<file path="config.mk">
export PLATFORM = sky130hd
export DESIGN_NAME = det_matrix_loader
export DESIGN_NICKNAME = d
export VERILOG_FILES = /design/src/rtl/det_matrix_loader.sv
export SDC_FILE = /design/constraint.sdc
export NUM_CORES = 1
export LEC_CHECK = 0
export BUFFER_PORTS_ARGS = -buffer_cell sky130_fd_sc_hd__buf_2
export CORE_ASPECT_RATIO = 0.8
export CORE_MARGIN = 5
export CORE_UTILIZATION = 60
export CTS_BUF_LIST = sky130_fd_sc_hd__clkbuf_16
export DETAILED_ROUTE_END_ITERATION = 12
export PLACE_DENSITY = 0.85
export REMOVE_ABC_BUFFERS = 1
export SYNTH_ARGS = -nofsm -noshare
export SYNTH_HDL_FRONTEND = slang
export SYNTH_SLANG_ARGS = --single-unit
</file>
<file path="constraint.sdc">
create_clock -name clk -period 7.1 [get_ports clk]
set_input_delay 0.71 -clock clk [delete_from_list [all_inputs] [get_ports clk]]
set_output_delay 0.71 -clock clk [all_outputs]
set_load 0.02 [all_outputs]
</file>
<file path="src/rtl/det_matrix_loader.sv">
// det_matrix_loader: buffers an n x n matrix for the determinant engine and holds its result.
// Optional feature macro: DET_LOADER_ERR_EN (reject bad dimension words and raise err).
module det_matrix_loader #(
  parameter int MAX     = 20,
  parameter int DIM_MAX = 3
) (
  input  logic             clk,
  input  logic             reset,
  input  logic             in_valid,
  output logic             in_ready,
  input  logic [MAX-1:0]   in_data,
  output logic             det_reset,
  input  logic [MAX-1:0]   i,
  input  logic [MAX-1:0]   j,
  input  logic             read,
  output logic [MAX-1:0]   read_data,
  input  logic [2*MAX-1:0] write_data,
  input  logic             finish,
  output logic [2*MAX-1:0] result,
  output logic             result_valid,
  input  logic             result_ack
`ifdef DET_LOADER_ERR_EN
  ,
  output logic             err
`endif
);
  localparam int NW    = $clog2(DIM_MAX + 1);
  localparam int DEPTH = DIM_MAX * DIM_MAX;
  localparam int AW    = $clog2(DEPTH);

  typedef enum logic [2:0] {
    S_LOAD_N,
    S_LOAD_ELEM,
    S_HDR,
    S_RUN,
    S_DONE
  } state_t;

  state_t           state_q, state_d;
  logic [NW-1:0]    n_q, n_d;
  logic [NW-1:0]    row_q, row_d;
  logic [NW-1:0]    col_q, col_d;
  logic [2*MAX-1:0] result_q, result_d;
  logic             result_valid_q, result_valid_d;
  logic [MAX-1:0]   mem_q [DEPTH];
  logic             mem_we;
  logic [AW-1:0]    wr_idx, rd_idx;
  logic             xfer, row_last, col_last, i_in, j_in;
  logic [NW-1:0]    dim_word;
  logic             dim_ok;
  logic             unused_read;
`ifdef DET_LOADER_ERR_EN
  logic             err_q, err_d;
`endif

  assign unused_read = read;

  assign in_ready  = (state_q == S_LOAD_N) || (state_q == S_LOAD_ELEM);
  assign det_reset = !((state_q == S_HDR) || (state_q == S_RUN));
  assign xfer      = in_valid && in_ready;
  assign row_last  = (row_q == n_q - NW'(1));
  assign col_last  = (col_q == n_q - NW'(1));
  assign wr_idx    = AW'(row_q) * AW'(DIM_MAX) + AW'(col_q);
  assign i_in      = (i < MAX'(n_q));
  assign j_in      = (j < MAX'(n_q));
  // Only meaningful when i_in && j_in, so the truncated low bits suffice.
  assign rd_idx    = AW'(i[NW-1:0]) * AW'(DIM_MAX) + AW'(j[NW-1:0]);

`ifdef DET_LOADER_ERR_EN
  assign dim_ok   = (in_data != '0) && (in_data <= MAX'(DIM_MAX));
  assign dim_word = NW'(in_data);
`else
  assign dim_ok   = 1'b1;
  always_comb begin
    if (in_data == '0)
      dim_word = NW'(1);
    else if (in_data > MAX'(DIM_MAX))
      dim_word = NW'(DIM_MAX);
    else
      dim_word = NW'(in_data);
  end
`endif

  always_comb begin
    state_d        = state_q;
    n_d            = n_q;
    row_d          = row_q;
    col_d          = col_q;
    result_d       = result_q;
    result_valid_d = result_valid_q;
    mem_we         = 1'b0;
`ifdef DET_LOADER_ERR_EN
    err_d          = err_q;
`endif
    case (state_q)
      S_LOAD_N: begin
        if (xfer) begin
          row_d = '0;
          col_d = '0;
`ifdef DET_LOADER_ERR_EN
          err_d = !dim_ok;
`endif
          if (dim_ok) begin
            n_d     = dim_word;
            state_d = S_LOAD_ELEM;
          end
        end
      end
      S_LOAD_ELEM: begin
        if (xfer) begin
          mem_we = 1'b1;
          if (col_last) begin
            col_d = '0;
            if (row_last)
              state_d = S_HDR;
            else
              row_d = row_q + NW'(1);
          end else begin
            col_d = col_q + NW'(1);
          end
        end
      end
      S_HDR: state_d = S_RUN;
      S_RUN: begin
        if (finish) begin
          result_d       = write_data;
          result_valid_d = 1'b1;
          state_d        = S_DONE;
        end
      end
      S_DONE: begin
        if (result_ack) begin
          result_valid_d = 1'b0;
          state_d        = S_LOAD_N;
        end
      end
      default: state_d = S_LOAD_N;
    endcase
  end

  always_comb begin
    read_data = '0;
    if (state_q == S_HDR)
      read_data = MAX'(n_q);
    else if (state_q == S_RUN && i_in && j_in)
      read_data = mem_q[rd_idx];
  end

  always_ff @(posedge clk or negedge reset) begin
    if (!reset) begin
      state_q        <= S_LOAD_N;
      n_q            <= '0;
      row_q          <= '0;
      col_q          <= '0;
      result_q       <= '0;
      result_valid_q <= 1'b0;
    end else begin
      state_q        <= state_d;
      n_q            <= n_d;
      row_q          <= row_d;
      col_q          <= col_d;
      result_q       <= result_d;
      result_valid_q <= result_valid_d;
    end
  end

  // Matrix storage carries no reset; stale entries are never read outside the n x n window.
  always_ff @(posedge clk) begin
    if (mem_we)
      mem_q[wr_idx] <= in_data;
  end

`ifdef DET_LOADER_ERR_EN
  always_ff @(posedge clk or negedge reset) begin
    if (!reset)
      err_q <= 1'b0;
    else
      err_q <= err_d;
  end
  assign err = err_q;
`endif

  assign result       = result_q;
  assign result_valid = result_valid_q;

endmodule

</file>
==> results of run 1 <==
[final cells by class]
cell class,instances,area (um^2),share of cell area
Sequential cell,230,6656,0.5976
Inverter,13,48.80,0.004381
Multi-Input combinational cell,246,2589,0.2324
Tap cell,215,269.0,0.02415
Timing Repair Buffer,180,933.4,0.08380
Clock buffer,23,575.6,0.05167
Clock inverter,17,66.31,0.005954
[kinds of logic after synthesis]
| logic type | count (synthesis) | share of synthesized area |
|---|---|---|
| flip-flops | 230 | 0.7077 |
| multiplexers | 105 | 0.1687 |
| AND/OR/NAND/NOR | 88 | 0.04803 |
| buffers and inverters | 41 | 0.01956 |
| AO/OA/AOI/OAI | 40 | 0.03632 |
| adder cells (fa/ha/maj) | 11 | 0.01783 |
| XOR/XNOR | 2 | 0.001863 |
[flip-flops by register name (all words and copies together), names as in the netlist]
signal and cells:
mem_q 180, result_valid 1, state_q 3, result 40, n_q 2, row_q 2, col_q 2
[critical path, cell delays in order]
cell and delay, ps:
buf_2 130, fa_1 500, ha_1 1080, buf_4 430, mux4_2 260, mux2i_1 80
a2111oi_0 570, buf_2 290
[stage by stage]
step,power (mW),hold slack (ps),std cells,setup WS (ps),utilization
floorplan,2.682,414.4,489,2433,-
global route,4.321,418.0,924,2106,0.7142
CTS,4.152,395.6,924,2340,0.7142
detailed placement,3.108,487.0,884,2330,0.6731
global placement,3.033,483.1,884,2475,0.6731
finish,4.115,409.7,924,2336,0.7142
[final timing paths]
check / startpoint / end / slack [ps] / cells past startpoint
min reg2reg: result[31] / result[31] / 500 / 1
min in group clk: result_ack / state_q[2] / 410 / 2
max reg2reg: row_q[0] / mem_q[5][15] / 3430 / 7
min: reset / result[34] / 410 / 1
max in group asynchronous: reset / result[10] / 6020 / 1
max: i[0] / read_data[3] / 2340 / 8
[report_power, final]
group / total, mW / internal [mW] / switching, mW
Sequential: 1.98 / 1.84 / 0.140
Combinational: 1.10 / 0.443 / 0.654
Clock: 1.04 / 0.581 / 0.456
Total: 4.11 / 2.87 / 1.25
[cell usage in the layout (no fill, tap or decap), drive strengths merged, types with 3 or more instances in the layout]
| cell | instances |
|---|---|
| nand2b | 8 |
| mux4 | 38 |
| mux2 | 42 |
| mux2i | 25 |
| ha | 7 |
| nor4 | 13 |
| clkbuf | 23 |
| dfrtp | 50 |
| nor2 | 35 |
| nand2 | 7 |
| nand4 | 3 |
| clkinv | 10 |
| nand3 | 5 |
| edfxtp | 180 |
| and4 | 3 |
| buf | 180 |
| o21ai | 3 |
| inv | 20 |
| a2111oi | 19 |
| fa | 4 |
| nor3 | 5 |
[layer usage]
metal	share of wire	wire, um
met1	0.39	8010
met2	0.51	10410
met3	0.078	1609
met4	0.024	483
met5	0	0
==> impl_metrics.toml, run 1 <==
[placed_design]
place_congestion = 0.8206
port_buffers = 167
post-dp-hpwl_um = 13150
placed_area_um2 = 10500

[cells_and_area]
antenna_cells = 0
drive_gt1_frac = 0.4118
area_delta_synth_final_pct = 18.43
fillCellCount = 1009
design_area_um2 = 11140
fin_nets = 810

[synthesis]
synth_ff_type = "edfxtp_1"
synth_top_area_cell = "edfxtp_1"
synth_seq_cells = 230
synth_edf_count = 180
netlist.area_leader.share = 0.5747
synth.area.top_cells = "edfxtp_1, dfrtp_1, mux4_2, mux2_2, mux2i_1"
synthArstFlopShare = 0.2174
ys_types = 46
synth_most_common_cell = "edfxtp_1"
synth_common_cells = "edfxtp_1, dfrtp_1, mux2_2"
yosysSeqAreaShare = 0.7077
ys_warn_count = 0
synthesis.area_um2 = 9405
synthCells = 517
synth_area_per_cell_um2 = 18.19

[pwr]
ir_drop_v = 0.0002562
p_leak_nw = 4.367
pwr_density_cell_nw_per_um2 = 369.4

[global_routing]
grtUsageTotal = 0.2343
grt_overflow_total = 0
use_met3 = 0.05132
grt_pass1_wl_um = 32610
antenna_found_initial = 0
grt_pass1_vias = 5886
grt_max_degree = 51
busiest_layer = "met2"
grtUsageMet2 = 0.4003
use_met1 = 0.3099

[clock_tree]
cts.sink_count = 230
cts_tree = "done"
cts-root-buf = "clkbuf_16"
clk_latency_ps = 490
clockBufferDepth = 3
cts_hold_buf = 0
numCtsBuffers = 22
cts.repair.resized = 0
cts_setup_buffers = 0
h-tree-depth = 1
clk_pin_slew_ps = 60

[timing]
rsz0062_at_grt = "no"
fmax_mhz = 209.9
max-slew-margin-rel = 0.1899
finalMaxSlewViolations = 0
post-route-period-util = 0.6709
post-route-min-period_ps = 4764
setup_violations = 0
skew_ps = 13.38
hold_viol = 0
tns_ps = 0
worst_slew_pin_slew_ps = 1212

[floorplanning]
dieArea_um2 = 18300
ioPinCount = 169
die_y_um = 122.0
core_area_um2 = 15600
rows = 41
start_util = 0.6031
die_x_um = 150.0

[worst_setup_path]
crit_arrival_ps = 4050
worst-path-max-fanout = 25
cp-end-kind = "output port"
crit_type = "input pin to output port"
critPathRequiredTime_ps = 6390
critPathLaunchType = "input pin"

[detailed_routing]
drt_iter0_markers = 479
routed_wl_um = 20510
ant_nets = 0
drc = 0
wl_per_cell_um = 22.20
via_count = 5414
via_per_inst = 5.859
firstDrtPassIters = 5

[flow_run]
cap_viol_max_count = 0

[min_path]
min_path_type = "input pin to asynchronous set/reset pin"

[run_status]
status = "finished, final reports clean"
No activity file was read; power rests on OpenSTA's default activity.
==> run 2: changes to the inputs <==
ABC_AREA = 1   (was default)
CORE_UTILIZATION = 51   (was 60)
PLACE_DENSITY = 0.76   (was 0.85)
clock period = 4.3 ns   (was 7.1 ns; I/O delays follow)
==> run 2 against run 1 <==
Register-to-register slack worse by 2300 ps. Wire length is 12% higher. Core utilization is 9.8 points lower. Clock power is 70% higher. Power is 58% higher. Combinational power is 59% higher. Largest cell class unchanged.
==> impl_metrics.toml, run 2 <==
[pwr]
switching_share = 0.3234
ir_drop_v = 0.0003308
internal_power_mw = 4.388
p_leak_nw = 4.856
pwr_density_cell_nw_per_um2 = 551.5
power_frac_seq = 0.456
comb_power_share = 0.271
power.total_mw = 6.485
p_switching_mw = 2.097
p_clk_frac = 0.273

[timing]
fmax_mhz = 302.2
finalMaxSlewViolations = 0
post-route-period-util = 0.7695
tns_ps = 0
setup_violations = 0
hold_ws_ps = 132.0
skew_ps = 8.887
hold_viol = 0
rsz0062_at_grt = "no"
post-route-min-period_ps = 3309
worst_slew_pin_slew_ps = 1099
max-slew-margin-rel = 0.2673

[floorplanning]
die_y_um = 135.0
core_area_um2 = 19090
die_x_um = 166.3
dieArea_um2 = 22450
start_util = 0.5219
ioPinCount = 169
rows = 45

[detailed_routing]
via_per_inst = 5.343
wl_per_cell_um = 17.35
routed_wl_um = 22990
drt_iter0_markers = 544
via_count = 7079
firstDrtPassIters = 7
ant_nets = 0
drc = 0

[worst_setup_path]
r2r_end = "mem_q[8][9]"
critPathLaunchType = "input pin"
r2r_start = "row_q[0]"
crit_type = "input pin to output port"
worst-path-max-fanout = 43
critPathRequiredTime_ps = 3870
reg2reg_setup_slack_ps = 1140
crit_arrival_ps = 2880
rr_worst_depth = 7
cp-end-kind = "output port"

[clock_tree]
clockBufferDepth = 3
cts-root-buf = "clkbuf_16"
cts_tree = "done"
cts.sink_count = 230
cts_hold_buf = 0
clk_latency_ps = 500
cts.repair.resized = 0
cts_setup_buffers = 0
h-tree-depth = 1
clk_pin_slew_ps = 60
numCtsBuffers = 23

[synthesis]
synth_top_area_cell = "edfxtp_1"
synthesis.area_um2 = 9962
ys_warn_count = 0
yosysSeqAreaShare = 0.6682
synth.area.top_cells = "edfxtp_1, dfrtp_1, nand2_1, nand3_1, mux2_2"
ys_types = 29
synth_area_per_cell_um2 = 11.28
netlist.area_leader.share = 0.5426
synthArstFlopShare = 0.2174
synth_most_common_cell = "nand2_1"
synth_ff_type = "edfxtp_1"
synth_seq_cells = 230
synth_common_cells = "nand2_1, edfxtp_1, nand3_1"
synthCells = 883
synth_edf_count = 180

[min_path]
min_path_type = "input pin to asynchronous set/reset pin"

[cells_and_area]
fin_nets = 1169
final_cell_mix = "nand2_1, edfxtp_1, buf_2, nand3_1, nor2_1"
regMostFlops = "mem_q"
antenna_cells = 0
area_delta_synth_final_pct = 18.04
largest_reg_flops = 180
drive_gt1_frac = 0.2709
fillCellCount = 1528
final_common_cell = "nand2_1"

[global_routing]
grt_pass1_wl_um = 35710
grt_max_degree = 81
grt_overflow_total = 0
antenna_found_initial = 2
grt_pass1_vias = 6959
grtUsageTotal = 0.1973

[placed_design]
port_buffers = 167
post-dp-hpwl_um = 14180
place_congestion = 0.8257

[flow_run]
cap_viol_max_count = 0

[run_status]
status = "finished, final reports clean"
## run 2: cell types whose count changed after synthesis, moves of 8 or more
| cell | previous run | this run |
|---|---|---|
| nand2_1 | 7 | 219 |
| mux4_2 | 38 | 0 |
| a21oi_1 | 2 | 57 |
| nor4_1 | 13 | 0 |
| mux2i_1 | 25 | 0 |
| nand3_1 | 5 | 119 |
| a2111oi_0 | 18 | 0 |
| or2_2 | 0 | 19 |
| nand2b_1 | 8 | 0 |
| inv_1 | 13 | 34 |
| nor2_1 | 35 | 80 |
## run 2: critical path: stages
cell      delay, ps
buf_2           130
fa_1            470
ha_1            330
clkinv_1        440
buf_12          370
nand3_1         110
nand3_1          70
nand3_1         100
nand2_1          50
o21ai_0         150
buf_2           210
## run 2: worst max-delay path by stage
stage | from | to | slack [ps] | cells past startpoint
after CTS | i[0] | read_data[14] | 980 | 10
final | i[0] | read_data[0] | 990 | 11
after floorplan | i[0] | read_data[0] | 480 | 8
after detailed placement | i[0] | read_data[1] | 970 | 11
after global placement | i[0] | read_data[5] | 1020 | 10
after global routing | i[0] | read_data[1] | 830 | 11
## run 2: area by class of cell
class,count,area [um^2],area share
multi-input cells,577,2993,0.2545
repair buffers,184,988.4,0.08406
clock buffers,23,575.6,0.04895
well taps,258,322.8,0.02745
inverters,36,135.1,0.01149
flip-flops and latches,230,6656,0.5661
clock inverters,17,87.58,0.007448
## run 2: layer usage
metal	up-vias	wire length [um]	GRT usage
met2	250	11400	0.3409
met5	-	25	0
met4	4	470	0.04998
met3	37	1663	0.03658
met1	3404	9429	0.2618
li1	3384	-	-
## run 2: cell families (layout without fill, tap and decap cells)
logic type / count (synthesis) / count (layout) / synth area share
multiplexers: 40 / 40 / 0.04521
AND/OR/NAND/NOR: 459 / 459 / 0.1996
adder cells (fa/ha/maj): 11 / 11 / 0.01683
buffers and inverters: 76 / 260 / 0.03517
flip-flops: 230 / 230 / 0.6682
XOR/XNOR: 2 / 2 / 0.001759
AO/OA/AOI/OAI: 65 / 65 / 0.03328
## run 2: power by group through the flow
stage	Sequential [mW]	Clock [mW]	Combinational (mW)
floorplan	3.23	0	0.866
global placement	2.98	0	1.71
detailed placement	3.00	0	1.76
CTS	2.96	1.79	1.77
global route	3.00	1.89	1.93
finish	2.96	1.77	1.75
## run 2: per-stage QoR
stage	cells	utilization	setup WS, ps	area (um^2)
2_1_floorplan	843	-	478.7	9747
3_3_place_gp	1285	0.5813	1018	11100
3_5_place_dp	1285	0.5813	971.8	11100
4_1_cts	1325	0.6161	979.1	11760
5_1_grt	1325	0.6161	833.7	11760
6_report	1325	0.6161	991.2	11760
==> run 3: changes to the inputs <==
clock period = 3 ns   (was 4.3 ns; I/O delays follow)
==> run 3 against run 2 <==
Hold slack got worse by 97 ps. Worst setup slack got worse by 800 ps. Combinational power rose by 48%. Non-clock buffer count rose by 12. Clock power rose by 56%. Core utilization rose by 1.4 points. Largest power group unchanged. First-iteration DRC count rose by 22%. Wire length rose by 1.7%.
==> impl_metrics.toml, run 3 (synthesis results as in run 2) <==
[floorplanning]
die_x_um = 166.3
core_area_um2 = 19090
die_y_um = 135.0
start_util = 0.5219
rows = 45
dieArea_um2 = 22450
ioPinCount = 169

[detailed_routing]
firstDrtPassIters = 5
routed_wl_um = 23390
drt_iter0_markers = 661
met2_length_um = 11760
drt-met1-wl_um = 9605
drc = 0
route.met3.wl_um = 1547
ant_nets = 0
top_layer_used = "met4"
via_count = 7076
via_per_inst = 5.288
wl_per_cell_um = 17.48

[timing]
skew_ps = 15.55
worst_slew_pin_slew_ps = 962.8
rsz0062_at_grt = "no"
post-route-min-period_ps = 2806
setup_ws_ps = 193.9
hold_viol = 0
setup_violations = 0
fmax_mhz = 356.4
tns_ps = 0
post-route-period-util = 0.9354
finalMaxSlewViolations = 0
max-slew-margin-rel = 0.3558

[clock_tree]
cts_tree = "done"
clk_latency_ps = 500
numCtsBuffers = 23
cts.sink_count = 230
h-tree-depth = 1
clk_pin_slew_ps = 60
cts-root-buf = "clkbuf_16"
clockBufferDepth = 3

[min_path]
min_path_type = "input pin to flip-flop"

[worst_setup_path]
slowest_stage = "fa_1"
cp-end-kind = "output port"
crit_type = "input pin to output port"
critPathRequiredTime_ps = 2700
crit_chain = "buf_2 > fa_1 > ha_1 > inv_1 > fa_1 > buf_12 > nand3_1 > nand3_1 > nand2_1 > o21ai_0 > buf_2"
critPathLaunchType = "input pin"
worst-path-max-fanout = 39
crit_arrival_ps = 2510
slowest_delay_ps = 540

[placed_design]
port_buffers = 167
dp.cells = 1294
post-dp-hpwl_um = 14380
place_ws_ps = 170.8
place_congestion = 0.8365

[cells_and_area]
largest_reg_flops = 180
drive_gt1_frac = 0.2808
fin_nets = 1181
area_delta_synth_final_pct = 20.80
final_cell_mix = "nand2_1, edfxtp_1, buf_2, nand3_1, nor2_1"
fillCellCount = 1505
regMostFlops = "mem_q"
final_common_cell = "nand2_1"
fin_util = 0.6305
fin_cells = 1338

[global_routing]
grt_pass1_vias = 7045
grt_overflow_total = 0
grtUsageTotal = 0.2013
antenna_found_initial = 0
grt_max_degree = 81
grt_pass1_wl_um = 36540

[pwr]
p_leak_nw = 4.981
ir_drop_v = 0.0004442
power.total_mw = 9.607
pwr_density_cell_nw_per_um2 = 798.3

[flow_run]
cap_viol_max_count = 0

[run_status]
status = "finished, final reports clean"
[run 3: layout make-up]
cell class                      instances  area [um^2]  share of cell area
Antenna cell                            1        2.502           0.0002079
Timing Repair Buffer                  196         1196             0.09940
Sequential cell                       230         6656              0.5531
Clock inverter                         17        150.1             0.01248
Tap cell                              258        322.8             0.02682
Multi-Input combinational cell        577         2995              0.2489
Clock buffer                           23        575.6             0.04783
Inverter                               36        135.1             0.01123
[run 3: path summary, 6_finish.rpt]
check	startpoint	to	slack, ps	cells past startpoint
max	i[0]	read_data[0]	190	11
min in group asynchronous	reset	result[2]	420	2
min	write_data[19]	result[19]	30	2
max reg2reg	row_q[0]	mem_q[4][8]	250	8
max in group asynchronous	reset	result[33]	1850	3
min reg2reg	result[0]	result[0]	500	1
[run 3: repair_timing]
action,4_1_cts,5_1_grt
hold buffers,1,0
resized for setup,0,3
setup endpoints to repair,0,12
buffers inserted,0,2
endpoints found under the hold margin,33,0
[run 3: power breakdown]
part	total [mW]	switching (mW)	leakage, nW	internal (mW)
Sequential	4.25	0.217	2.23	4.03
Combinational	2.59	1.67	2.37	0.927
Clock	2.77	1.13	0.376	1.64
Total	9.61	3.01	4.98	6.60
[run 3: metrics by stage]
step | hold WS, ps | instance area [um^2]
3_5_place_dp | 405.6 | 11280
4_1_cts | 16.45 | 12010
2_1_floorplan | 4.409 | 9747
3_3_place_gp | 403.9 | 11280
5_1_grt | 28.36 | 12030
6_report | 34.70 | 12030
[run 3: critical path, delay by kind of cell]
kind	cells	cell delay, ps
buffers and inverters	4	600
AO/OA/AOI/OAI	1	130
adder cells (fa/ha/maj)	3	1200
AND/OR/NAND/NOR	3	250
[run 3: metal layers]
layer,track usage,up-vias
met3,0.02985,32
met5,0,-
met1,0.2650,3372
li1,-,3415
met4,0.05270,0
met2,0.3552,257
